==> src/rtl/id_ex_stage_reg_if.sv <==
`default_nettype none
// +--------------------------------------------------------------------------+
// | id_ex_stage_reg_if : decode->execute bundle, writeback bypass and stats   |
// | Rev 1.0 (StallCnt/BubbleCnt exist only with ID_EX_STATS_EN)               |
// +--------------------------------------------------------------------------+
interface id_ex_stage_reg_if #(
  parameter int WIDTH_DATA = 32,
  parameter int WIDTH_REG  = 5,
  parameter int WIDTH_CTRL = 16
);
  logic                  Stall;
  logic                  Flush;
  logic                  IDValid;
  logic [WIDTH_DATA-1:0] IDPC;
  logic [WIDTH_DATA-1:0] IDRD1;
  logic [WIDTH_DATA-1:0] IDRD2;
  logic [WIDTH_DATA-1:0] IDExt;
  logic [WIDTH_REG-1:0]  IDRs;
  logic [WIDTH_REG-1:0]  IDRt;
  logic [WIDTH_REG-1:0]  IDRd;
  logic [4:0]            IDShamt;
  logic [WIDTH_CTRL-1:0] IDCtrl;
  logic                  WBWrite;
  logic [WIDTH_REG-1:0]  WBReg;
  logic [WIDTH_DATA-1:0] WBData;

  logic                  EXValid;
  logic [WIDTH_DATA-1:0] EXPC;
  logic [WIDTH_DATA-1:0] EXRD1;
  logic [WIDTH_DATA-1:0] EXRD2;
  logic [WIDTH_DATA-1:0] EXExt;
  logic [WIDTH_REG-1:0]  EXRs;
  logic [WIDTH_REG-1:0]  EXRt;
  logic [WIDTH_REG-1:0]  EXRd;
  logic [4:0]            EXShamt;
  logic [WIDTH_CTRL-1:0] EXCtrl;
`ifdef ID_EX_STATS_EN
  logic [15:0]           StallCnt;
  logic [15:0]           BubbleCnt;
`endif

  modport master (
    output Stall, Flush, IDValid, IDPC, IDRD1, IDRD2, IDExt,
    output IDRs, IDRt, IDRd, IDShamt, IDCtrl, WBWrite, WBReg, WBData,
`ifdef ID_EX_STATS_EN
    input  StallCnt, BubbleCnt,
`endif
    input  EXValid, EXPC, EXRD1, EXRD2, EXExt, EXRs, EXRt, EXRd, EXShamt, EXCtrl
  );

  modport slave (
    input  Stall, Flush, IDValid, IDPC, IDRD1, IDRD2, IDExt,
    input  IDRs, IDRt, IDRd, IDShamt, IDCtrl, WBWrite, WBReg, WBData,
`ifdef ID_EX_STATS_EN
    output StallCnt, BubbleCnt,
`endif
    output EXValid, EXPC, EXRD1, EXRD2, EXExt, EXRs, EXRt, EXRd, EXShamt, EXCtrl
  );
endinterface
`default_nettype wire

==> src/rtl/id_ex_stage_reg.sv <==
`default_nettype none
// +--------------------------------------------------------------------------+
// | id_ex_stage_reg : ID/EX pipeline register, flush > stall > load, WB bypass|
// | Rev 1.0 (ID_EX_STATS_EN adds saturating stall/bubble counters)            |
// +--------------------------------------------------------------------------+
module id_ex_stage_reg #(
  parameter int WIDTH_DATA = 32,
  parameter int WIDTH_REG  = 5,
  parameter int WIDTH_CTRL = 16
) (
  input  wire               CLK,
  input  wire               nRST,
  id_ex_stage_reg_if.slave  bus
);

  logic                  valid_q, valid_d;
  logic [WIDTH_DATA-1:0] pc_q, pc_d;
  logic [WIDTH_DATA-1:0] rd1_q, rd1_d;
  logic [WIDTH_DATA-1:0] rd2_q, rd2_d;
  logic [WIDTH_DATA-1:0] ext_q, ext_d;
  logic [WIDTH_REG-1:0]  rs_q, rs_d;
  logic [WIDTH_REG-1:0]  rt_q, rt_d;
  logic [WIDTH_REG-1:0]  rd_q, rd_d;
  logic [4:0]            shamt_q, shamt_d;
  logic [WIDTH_CTRL-1:0] ctrl_q, ctrl_d;

  // Register 0 is hard-wired zero, so a write to it must never be forwarded.
  logic wb_live;
  logic hit_id_rs, hit_id_rt, hit_ex_rs, hit_ex_rt;

  always_comb begin
    wb_live   = bus.WBWrite && (bus.WBReg != '0);
    hit_id_rs = wb_live && (bus.WBReg == bus.IDRs);
    hit_id_rt = wb_live && (bus.WBReg == bus.IDRt);
    hit_ex_rs = wb_live && (bus.WBReg == rs_q);
    hit_ex_rt = wb_live && (bus.WBReg == rt_q);
  end

  always_comb begin
    valid_d = valid_q;
    pc_d    = pc_q;
    rd1_d   = rd1_q;
    rd2_d   = rd2_q;
    ext_d   = ext_q;
    rs_d    = rs_q;
    rt_d    = rt_q;
    rd_d    = rd_q;
    shamt_d = shamt_q;
    ctrl_d  = ctrl_q;
    if (bus.Flush) begin
      valid_d = 1'b0;
      pc_d    = '0;
      rd1_d   = '0;
      rd2_d   = '0;
      ext_d   = '0;
      rs_d    = '0;
      rt_d    = '0;
      rd_d    = '0;
      shamt_d = '0;
      ctrl_d  = '0;
    end else if (bus.Stall) begin
      // Held operands are refreshed so a long stall never leaves stale data.
      if (hit_ex_rs) rd1_d = bus.WBData;
      if (hit_ex_rt) rd2_d = bus.WBData;
    end else begin
      valid_d = bus.IDValid;
      pc_d    = bus.IDPC;
      rd1_d   = hit_id_rs ? bus.WBData : bus.IDRD1;
      rd2_d   = hit_id_rt ? bus.WBData : bus.IDRD2;
      ext_d   = bus.IDExt;
      rs_d    = bus.IDRs;
      rt_d    = bus.IDRt;
      rd_d    = bus.IDRd;
      shamt_d = bus.IDShamt;
      ctrl_d  = bus.IDValid ? bus.IDCtrl : '0;
    end
  end

  always_ff @(posedge CLK or negedge nRST) begin
    if (!nRST) begin
      valid_q <= 1'b0;
      pc_q    <= '0;
      rd1_q   <= '0;
      rd2_q   <= '0;
      ext_q   <= '0;
      rs_q    <= '0;
      rt_q    <= '0;
      rd_q    <= '0;
      shamt_q <= '0;
      ctrl_q  <= '0;
    end else begin
      valid_q <= valid_d;
      pc_q    <= pc_d;
      rd1_q   <= rd1_d;
      rd2_q   <= rd2_d;
      ext_q   <= ext_d;
      rs_q    <= rs_d;
      rt_q    <= rt_d;
      rd_q    <= rd_d;
      shamt_q <= shamt_d;
      ctrl_q  <= ctrl_d;
    end
  end

  assign bus.EXValid = valid_q;
  assign bus.EXPC    = pc_q;
  assign bus.EXRD1   = rd1_q;
  assign bus.EXRD2   = rd2_q;
  assign bus.EXExt   = ext_q;
  assign bus.EXRs    = rs_q;
  assign bus.EXRt    = rt_q;
  assign bus.EXRd    = rd_q;
  assign bus.EXShamt = shamt_q;
  assign bus.EXCtrl  = ctrl_q;

`ifdef ID_EX_STATS_EN
  logic [15:0] stall_cnt_q, stall_cnt_d;
  logic [15:0] bubble_cnt_q, bubble_cnt_d;

  // Counters saturate so a long run reads as "at least this many", never wraps.
  always_comb begin
    stall_cnt_d  = stall_cnt_q;
    bubble_cnt_d = bubble_cnt_q;
    if (bus.Stall && !bus.Flush && (stall_cnt_q != 16'hFFFF))
      stall_cnt_d = stall_cnt_q + 16'd1;
    if ((bus.Flush || (!bus.Stall && !bus.IDValid)) && (bubble_cnt_q != 16'hFFFF))
      bubble_cnt_d = bubble_cnt_q + 16'd1;
  end

  always_ff @(posedge CLK or negedge nRST) begin
    if (!nRST) begin
      stall_cnt_q  <= '0;
      bubble_cnt_q <= '0;
    end else begin
      stall_cnt_q  <= stall_cnt_d;
      bubble_cnt_q <= bubble_cnt_d;
    end
  end

  assign bus.StallCnt  = stall_cnt_q;
  assign bus.BubbleCnt = bubble_cnt_q;
`else
  // Datapath-only build: no statistics state.
`endif

endmodule
`default_nettype wire

==> src/flat_wrapper.sv <==
// flat-port wrapper written by rule: the top's interface ports become plain ports
module id_ex_stage_reg_flat 
#(
  parameter int WIDTH_DATA = 32,
  parameter int WIDTH_REG  = 5,
  parameter int WIDTH_CTRL = 16
)
  (CLK, nRST, bus_Stall, bus_Flush, bus_IDValid, bus_IDPC, bus_IDRD1, bus_IDRD2, bus_IDExt, bus_IDRs, bus_IDRt, bus_IDRd, bus_IDShamt, bus_IDCtrl, bus_WBWrite, bus_WBReg, bus_WBData, bus_EXValid, bus_EXPC, bus_EXRD1, bus_EXRD2, bus_EXExt, bus_EXRs, bus_EXRt, bus_EXRd, bus_EXShamt, bus_EXCtrl);
  id_ex_stage_reg_if #(.WIDTH_DATA(WIDTH_DATA), .WIDTH_REG(WIDTH_REG), .WIDTH_CTRL(WIDTH_CTRL)) bus_i ();
  input  wire CLK;
  input  wire nRST;
  input wire logic [$bits(bus_i.Stall)-1:0] bus_Stall;
  input wire logic [$bits(bus_i.Flush)-1:0] bus_Flush;
  input wire logic [$bits(bus_i.IDValid)-1:0] bus_IDValid;
  input wire logic [$bits(bus_i.IDPC)-1:0] bus_IDPC;
  input wire logic [$bits(bus_i.IDRD1)-1:0] bus_IDRD1;
  input wire logic [$bits(bus_i.IDRD2)-1:0] bus_IDRD2;
  input wire logic [$bits(bus_i.IDExt)-1:0] bus_IDExt;
  input wire logic [$bits(bus_i.IDRs)-1:0] bus_IDRs;
  input wire logic [$bits(bus_i.IDRt)-1:0] bus_IDRt;
  input wire logic [$bits(bus_i.IDRd)-1:0] bus_IDRd;
  input wire logic [$bits(bus_i.IDShamt)-1:0] bus_IDShamt;
  input wire logic [$bits(bus_i.IDCtrl)-1:0] bus_IDCtrl;
  input wire logic [$bits(bus_i.WBWrite)-1:0] bus_WBWrite;
  input wire logic [$bits(bus_i.WBReg)-1:0] bus_WBReg;
  input wire logic [$bits(bus_i.WBData)-1:0] bus_WBData;
  output wire logic [$bits(bus_i.EXValid)-1:0] bus_EXValid;
  output wire logic [$bits(bus_i.EXPC)-1:0] bus_EXPC;
  output wire logic [$bits(bus_i.EXRD1)-1:0] bus_EXRD1;
  output wire logic [$bits(bus_i.EXRD2)-1:0] bus_EXRD2;
  output wire logic [$bits(bus_i.EXExt)-1:0] bus_EXExt;
  output wire logic [$bits(bus_i.EXRs)-1:0] bus_EXRs;
  output wire logic [$bits(bus_i.EXRt)-1:0] bus_EXRt;
  output wire logic [$bits(bus_i.EXRd)-1:0] bus_EXRd;
  output wire logic [$bits(bus_i.EXShamt)-1:0] bus_EXShamt;
  output wire logic [$bits(bus_i.EXCtrl)-1:0] bus_EXCtrl;
  assign bus_i.Stall = bus_Stall;
  assign bus_i.Flush = bus_Flush;
  assign bus_i.IDValid = bus_IDValid;
  assign bus_i.IDPC = bus_IDPC;
  assign bus_i.IDRD1 = bus_IDRD1;
  assign bus_i.IDRD2 = bus_IDRD2;
  assign bus_i.IDExt = bus_IDExt;
  assign bus_i.IDRs = bus_IDRs;
  assign bus_i.IDRt = bus_IDRt;
  assign bus_i.IDRd = bus_IDRd;
  assign bus_i.IDShamt = bus_IDShamt;
  assign bus_i.IDCtrl = bus_IDCtrl;
  assign bus_i.WBWrite = bus_WBWrite;
  assign bus_i.WBReg = bus_WBReg;
  assign bus_i.WBData = bus_WBData;
  assign bus_EXValid = bus_i.EXValid;
  assign bus_EXPC = bus_i.EXPC;
  assign bus_EXRD1 = bus_i.EXRD1;
  assign bus_EXRD2 = bus_i.EXRD2;
  assign bus_EXExt = bus_i.EXExt;
  assign bus_EXRs = bus_i.EXRs;
  assign bus_EXRt = bus_i.EXRt;
  assign bus_EXRd = bus_i.EXRd;
  assign bus_EXShamt = bus_i.EXShamt;
  assign bus_EXCtrl = bus_i.EXCtrl;
  id_ex_stage_reg #(.WIDTH_DATA(WIDTH_DATA), .WIDTH_REG(WIDTH_REG), .WIDTH_CTRL(WIDTH_CTRL)) u_core (.CLK(CLK), .nRST(nRST), .bus(bus_i));
endmodule
==> config.mk <==
export PLATFORM = sky130hd
export DESIGN_NAME = id_ex_stage_reg_flat
export DESIGN_NICKNAME = d
export VERILOG_FILES = /design/src/rtl/id_ex_stage_reg_if.sv /design/src/rtl/id_ex_stage_reg.sv /design/src/flat_wrapper.sv
export SDC_FILE = /design/constraint.sdc
export NUM_CORES = 1
export LEC_CHECK = 0
export CAP_MARGIN = 20
export CORE_ASPECT_RATIO = 0.5
export CORE_MARGIN = 2
export CORE_UTILIZATION = 43
export CTS_CLUSTER_DIAMETER = 40
export DETAILED_ROUTE_END_ITERATION = 8
export PLACE_DENSITY = 0.95
export SLEW_MARGIN = 0
export SYNTH_ARGS = -nofsm -noshare
export SYNTH_HDL_FRONTEND = slang
export SYNTH_SLANG_ARGS = --single-unit
export TNS_END_PERCENT = 50
==> constraint.sdc <==
create_clock -name CLK -period 3.41 [get_ports CLK]
set_clock_uncertainty 0.15 [all_clocks]
set_input_delay 1.023 -clock CLK [delete_from_list [all_inputs] [get_ports CLK]]
set_output_delay 1.023 -clock CLK [all_outputs]
set_load 0.1 [all_outputs]
* After elaboration in Yosys (flattened, before gate mapping)
Cells that the tools add are included.
** Storage, ports and cells
- Register bits :: 165
- Input bits :: 207
- Output and inout bits :: 165
- Word-level logic and storage cells :: 48
** Cells by class
- Equality and inequality tests :: 7
- Mux-type cells :: 25
- Reductions and logical operators :: 6
** Operators by type and width (count)
- two-way mux 32 bit :: 12
- two-way mux 16 bit :: 3
- two-way mux 5 bit :: 8
- == test 5 bit :: 4
- != test 3 x 1 -> 1 bit, second input constant :: 2
- logical AND 1 bit :: 5
- nonzero test 5 bit :: 1
- two-way mux 1 bit :: 2
- != test 2 x 1 -> 1 bit, second input constant :: 1

* Depth between registers and ports, before layout
- Depth in word-level cells :: 6
- Mapped depth :: 7
- Mapped depth without buffers :: 5

* Least setup slack after synthesis
OpenSTA, ideal clock, no wires.
- Path type :: input -> register
- From :: input port bus_WBReg[2]
- To :: register u_core.rd2_q[0] (netlist: u_core.bus.EXRD2[0])
- Setup time :: 126 ps
- Arrival :: 2498 ps
- Required time :: 3134 ps
- Setup slack :: 636 ps
- Stages on the path :: 7
- Path buffers :: 2
- Cell sequence :: buf_2 > or4_4 > o21a_4 > nand2_2 > o22ai_4 > buf_6 > a221o_1
** On the way
- Longest elaborated chain between the ends :: 6
- Elaborated cells between the ends (all ways) :: 10
- Classes of those cells :: eq/ne (3); mux (3); reduce/logical (4)
** RTL lines
- from (decl) :: RTL line flat_wrapper.sv:25 : input wire logic [$bits(bus_i.WBReg)-1:0] bus_WBReg;
- nonzero test 5 bit :: RTL line id_ex_stage_reg.sv:32 : wb_live = bus.WBWrite && (bus.WBReg != '0);
- logical AND 1 bit :: RTL line id_ex_stage_reg.sv:32
- logical AND 1 bit :: RTL line id_ex_stage_reg.sv:34 : hit_id_rt = wb_live && (bus.WBReg == bus.IDRt);
- two-way mux 32 bit :: RTL line id_ex_stage_reg.sv:69 : rd2_d = hit_id_rt ? bus.WBData : bus.IDRD2;
- two-way mux 32 bit :: RTL line id_ex_stage_reg.sv:61 : end else if (bus.Stall) begin
- two-way mux 32 bit :: RTL line id_ex_stage_reg.sv:50 : if (bus.Flush) begin
- to (signal assigned) :: RTL line id_ex_stage_reg.sv:95 : rd2_q <= rd2_d;
- to (decl) :: RTL line id_ex_stage_reg.sv:19 : logic [WIDTH_DATA-1:0] rd2_q, rd2_d;
Several ways; a longest one is shown, not always the timed one.
A chain may end at the register's enable or synchronous reset.

* Final worst setup path
- From :: input port bus_WBReg[4]
- To :: register u_core.rd2_q[12] (netlist: u_core.bus.EXRD2[12])
The elaborated chain is that of the path after synthesis.

==> flow_summary.yaml <==
setup_path:
  cpLargestDelayFamily: "compound AO/OA/AOI/OAI gates"
  crit_chain: "clkdlybuf4s50_1 -> xor2_1 -> nor3_1 -> nand3_1 -> o22ai_4 -> a221o_1"
  crit-reg2reg-launch: "u_core.bus.EXRt[4]$_DFFE_PN0P_"
  critPathMaxStageDelay_ns: 0.80
  critPathCaptureType: "register"
  crit_type: "primary input to register"
  startpoint_type: "primary input"
  critPathLaunch: "bus_WBReg[4]"
  crit_arrival_ns: 3.28
  rrSetupSlack_ns: 1.15
  r2r.worst_path.cells: 5
  path_max_fanout: 31
  r2r_end: "u_core.bus.EXRD2[12]$_DFFE_PN0P_"
  slowest_stage: "o22ai_4"
  cp.required_ns: 3.60
  crit_buf_inv: 1
detailed_routing:
  drt_iter0_markers: 362
  routed_wirelength_microns: 23600
  drcViolationCount: 0
  vias_per_cell: 5.18
  drtAntennaViolNets: 0
  wire_per_inst_microns: 19.5
  first_pass_iters: 5
  vias: 6276
die:
  core_sq_um: 16300
  die-area_sq_um: 17700
  num_io_pins: 372
  rows: 33
  start_util_pct: 43.7
  dieHeight_microns: 95.1
  die_w_microns: 186
timing:
  hold_viol_final: 0
  rsz0062_at_grt: "no"
  fin_crit_ns: 3.09
  finalSetupViolations: 0
  min_period_over_period_pct: 90.7
  fin_setup_tns_ns: 0
  fin_hold_ws_ns: 0.363
  fmax_mhz: 323
  tightest_slew_ns: 0.991
  maxSlewHeadroom_pct: 33.9
  maxSlewViolCount: 0
synth:
  synth_top_cells_by_count: "dfrtp_1, nor2_1, mux2i_1"
  synth_nets: 816
  ys.flop_type: "dfrtp_1"
  synth_top_cell_area_share_pct: 57.9
  synthArstFlopShare_pct: 100
  synth_area_per_cell_sq_um: 11.7
  synth.distinct_cells: 33
  ys_seq_elements: 165
  synth_edf_count: 0
  yosys_warnings: 0
  syn_area_sq_um: 7130
  synth.most_common_cell: "dfrtp_1"
  yosysTopAreaCell: "dfrtp_1"
  syn_inst: 609
  yosysSeqAreaShare_pct: 57.9
  yosys-top-cells-area: "dfrtp_1, mux2i_1, nor2_1"
clock_network:
  cts_tree: "yes"
  clock-sinks: 165
  clkSlewWorstSetupHoldPaths_ns: 0.07
  cts-root-buf: "clkbuf_16"
  clock_path_buffers: 2
  clk-insertion-delay-late_ns: 0.40
  ctsHtreeMaxLevel: 4
  cts_hold_buf: 0
  numCtsBuffers: 17
  postCtsSetupRepairBufs: 0
  cts_resized: 0
job:
  max_cap_violations: 0
layout:
  n_antenna_cell: 0
  drive_gt1_share_pct: 23.5
  fillCellCount: 1182
  fin_nets: 1178
  syn_to_final_growth_pct: 58.4
  postLayoutCellArea_sq_um: 11300
power:
  p_leak_nw: 5.71
  ir_drop_uv: 333
  fin_total_pwr_w: 0.00586
  pwr_density_cell_nw_per_um2: 518
hold_path:
  min_path_cells: 2
  hold_path_class: "register to register"
  min_to: "u_core.bus.EXRD1[19]$_DFFE_PN0P_"
  hold_path.startpoint: "u_core.bus.EXRD1[19]$_DFFE_PN0P_"
place:
  finalWeightedCongestion: 0.873
  portBuffers: 371
  dp_hpwl_microns: 17700
  post_dp_cell_area_sq_um: 10700
grt:
  antenna_found_initial: 0
  global_route.usage.total_pct: 26.2
  overflow: 0
  grt_pass1_vias: 6409
  grt_max_degree: 85
  grt_first_pass_wirelength_microns: 35200
run_status:
  status: "finished clean"
[where the power goes]
part	internal (W)	leakage, nW	switching [W]
Sequential	0.00207	2.20	0.0000751
Combinational	0.000495	3.21	0.00117
Clock	0.00120	0.309	0.000850
[worst reg2reg max path, stage by stage, from the launching register on]
cell and delay [ns]:
dfrtp_1 0.41, xor2_1 0.15, nor3_1 0.20, nand3_1 0.19, o22ai_4 0.80, a221o_1 0.30
[sequential cells by signal, indices dropped and copies added, names as in the netlist]
register	cells
u_core.bus.EXCtrl	16
u_core.bus.EXExt	32
u_core.bus.EXPC	32
u_core.bus.EXRD1	32
u_core.bus.EXRD2	32
u_core.bus.EXRd	5
u_core.bus.EXRs	5
u_core.bus.EXRt	5
u_core.bus.EXShamt	5
u_core.bus.EXValid	1
[cell families after synthesis]
logic type / count (synthesis) / share of synthesized area [%]
DFF: 165 / 57.9
and+or+nand+nor: 137 / 8.82
AOI/OAI and AO/OA: 120 / 13.6
muxes: 86 / 12.1
buffers and inverters: 81 / 5.16
xor gates and xnor gates: 20 / 2.46
[cell usage in the layout (no fill, tap or decap), drive strengths merged]
master         Yosys  final
clkdlybuf4s50      0    203
clkinv             0      4
nor2              91     91
and2               1      1
or4                1      1
nor3               1      1
nand2b             1      1
a22oi             31     31
dfrtp            165    165
and3              32     32
or2                1      1
bufinv             0      3
a41oi              2      2
xnor2              5      5
o22a               1      1
nand4              1      1
buf               25    190
nor3b              1      1
o21a               2      2
clkbuf            25     18
inv               31     38
nand3              4      4
xor2              15     15
a21o               2      2
o22ai              1      1
mux2i             86     86
a22o              17     17
a221o             32     32
o21ai             32     32
nor2b              1      1
nand2              2      2
[worst max-delay path by stage]
stage | to | slack, ns | depth (start not counted)
global route | u_core.bus.EXRD2[17]$_DFFE_PN0P_ | 0.15 | 6
floorplan | u_core.bus.EXRD2[0]$_DFFE_PN0P_ | 0.64 | 7
detailed placement | u_core.bus.EXRD2[19]$_DFFE_PN0P_ | -0.05 | 6
CTS | u_core.bus.EXRD2[17]$_DFFE_PN0P_ | 0.37 | 6
global placement | u_core.bus.EXRD2[29]$_DFFE_PN0P_ | -0.009 | 6
finish | u_core.bus.EXRD2[12]$_DFFE_PN0P_ | 0.32 | 6
[metal layers]
| metal | vias up | part of all wire [%] | global-route usage [%] |
|---|---|---|---|
| met5 | - | 0 | 0 |
| met4 | 0 | 3.1 | 11.5 |
| met3 | 60 | 5.3 | 5.31 |
| met2 | 242 | 51 | 46.4 |
| met1 | 3099 | 40 | 31.4 |
| li1 | 2875 | - | - |
[area by class of cell]
type                            instances  area [sq um]  share of cell area, %
Sequential cell                       165          4130                   36.5
Clock inverter                         14           185                   1.64
Multi-Input combinational cell        363          2650                   23.5
Inverter                               31           116                   1.03
Clock buffer                           18           439                   3.89
Timing Repair Buffer                  393          3500                   30.9
Tap cell                              227           284                   2.51
[stage by stage]
stage | utilization (%) | cells | setup slack, ns
floorplan | - | 609 | 0.636
global placement | 65.5 | 1179 | -0.00921
detailed placement | 65.5 | 1179 | -0.0537
CTS | 69.3 | 1211 | 0.366
global route | 69.3 | 1211 | 0.152
finish | 69.3 | 1211 | 0.317
Power figures use the tool's default switching activity.
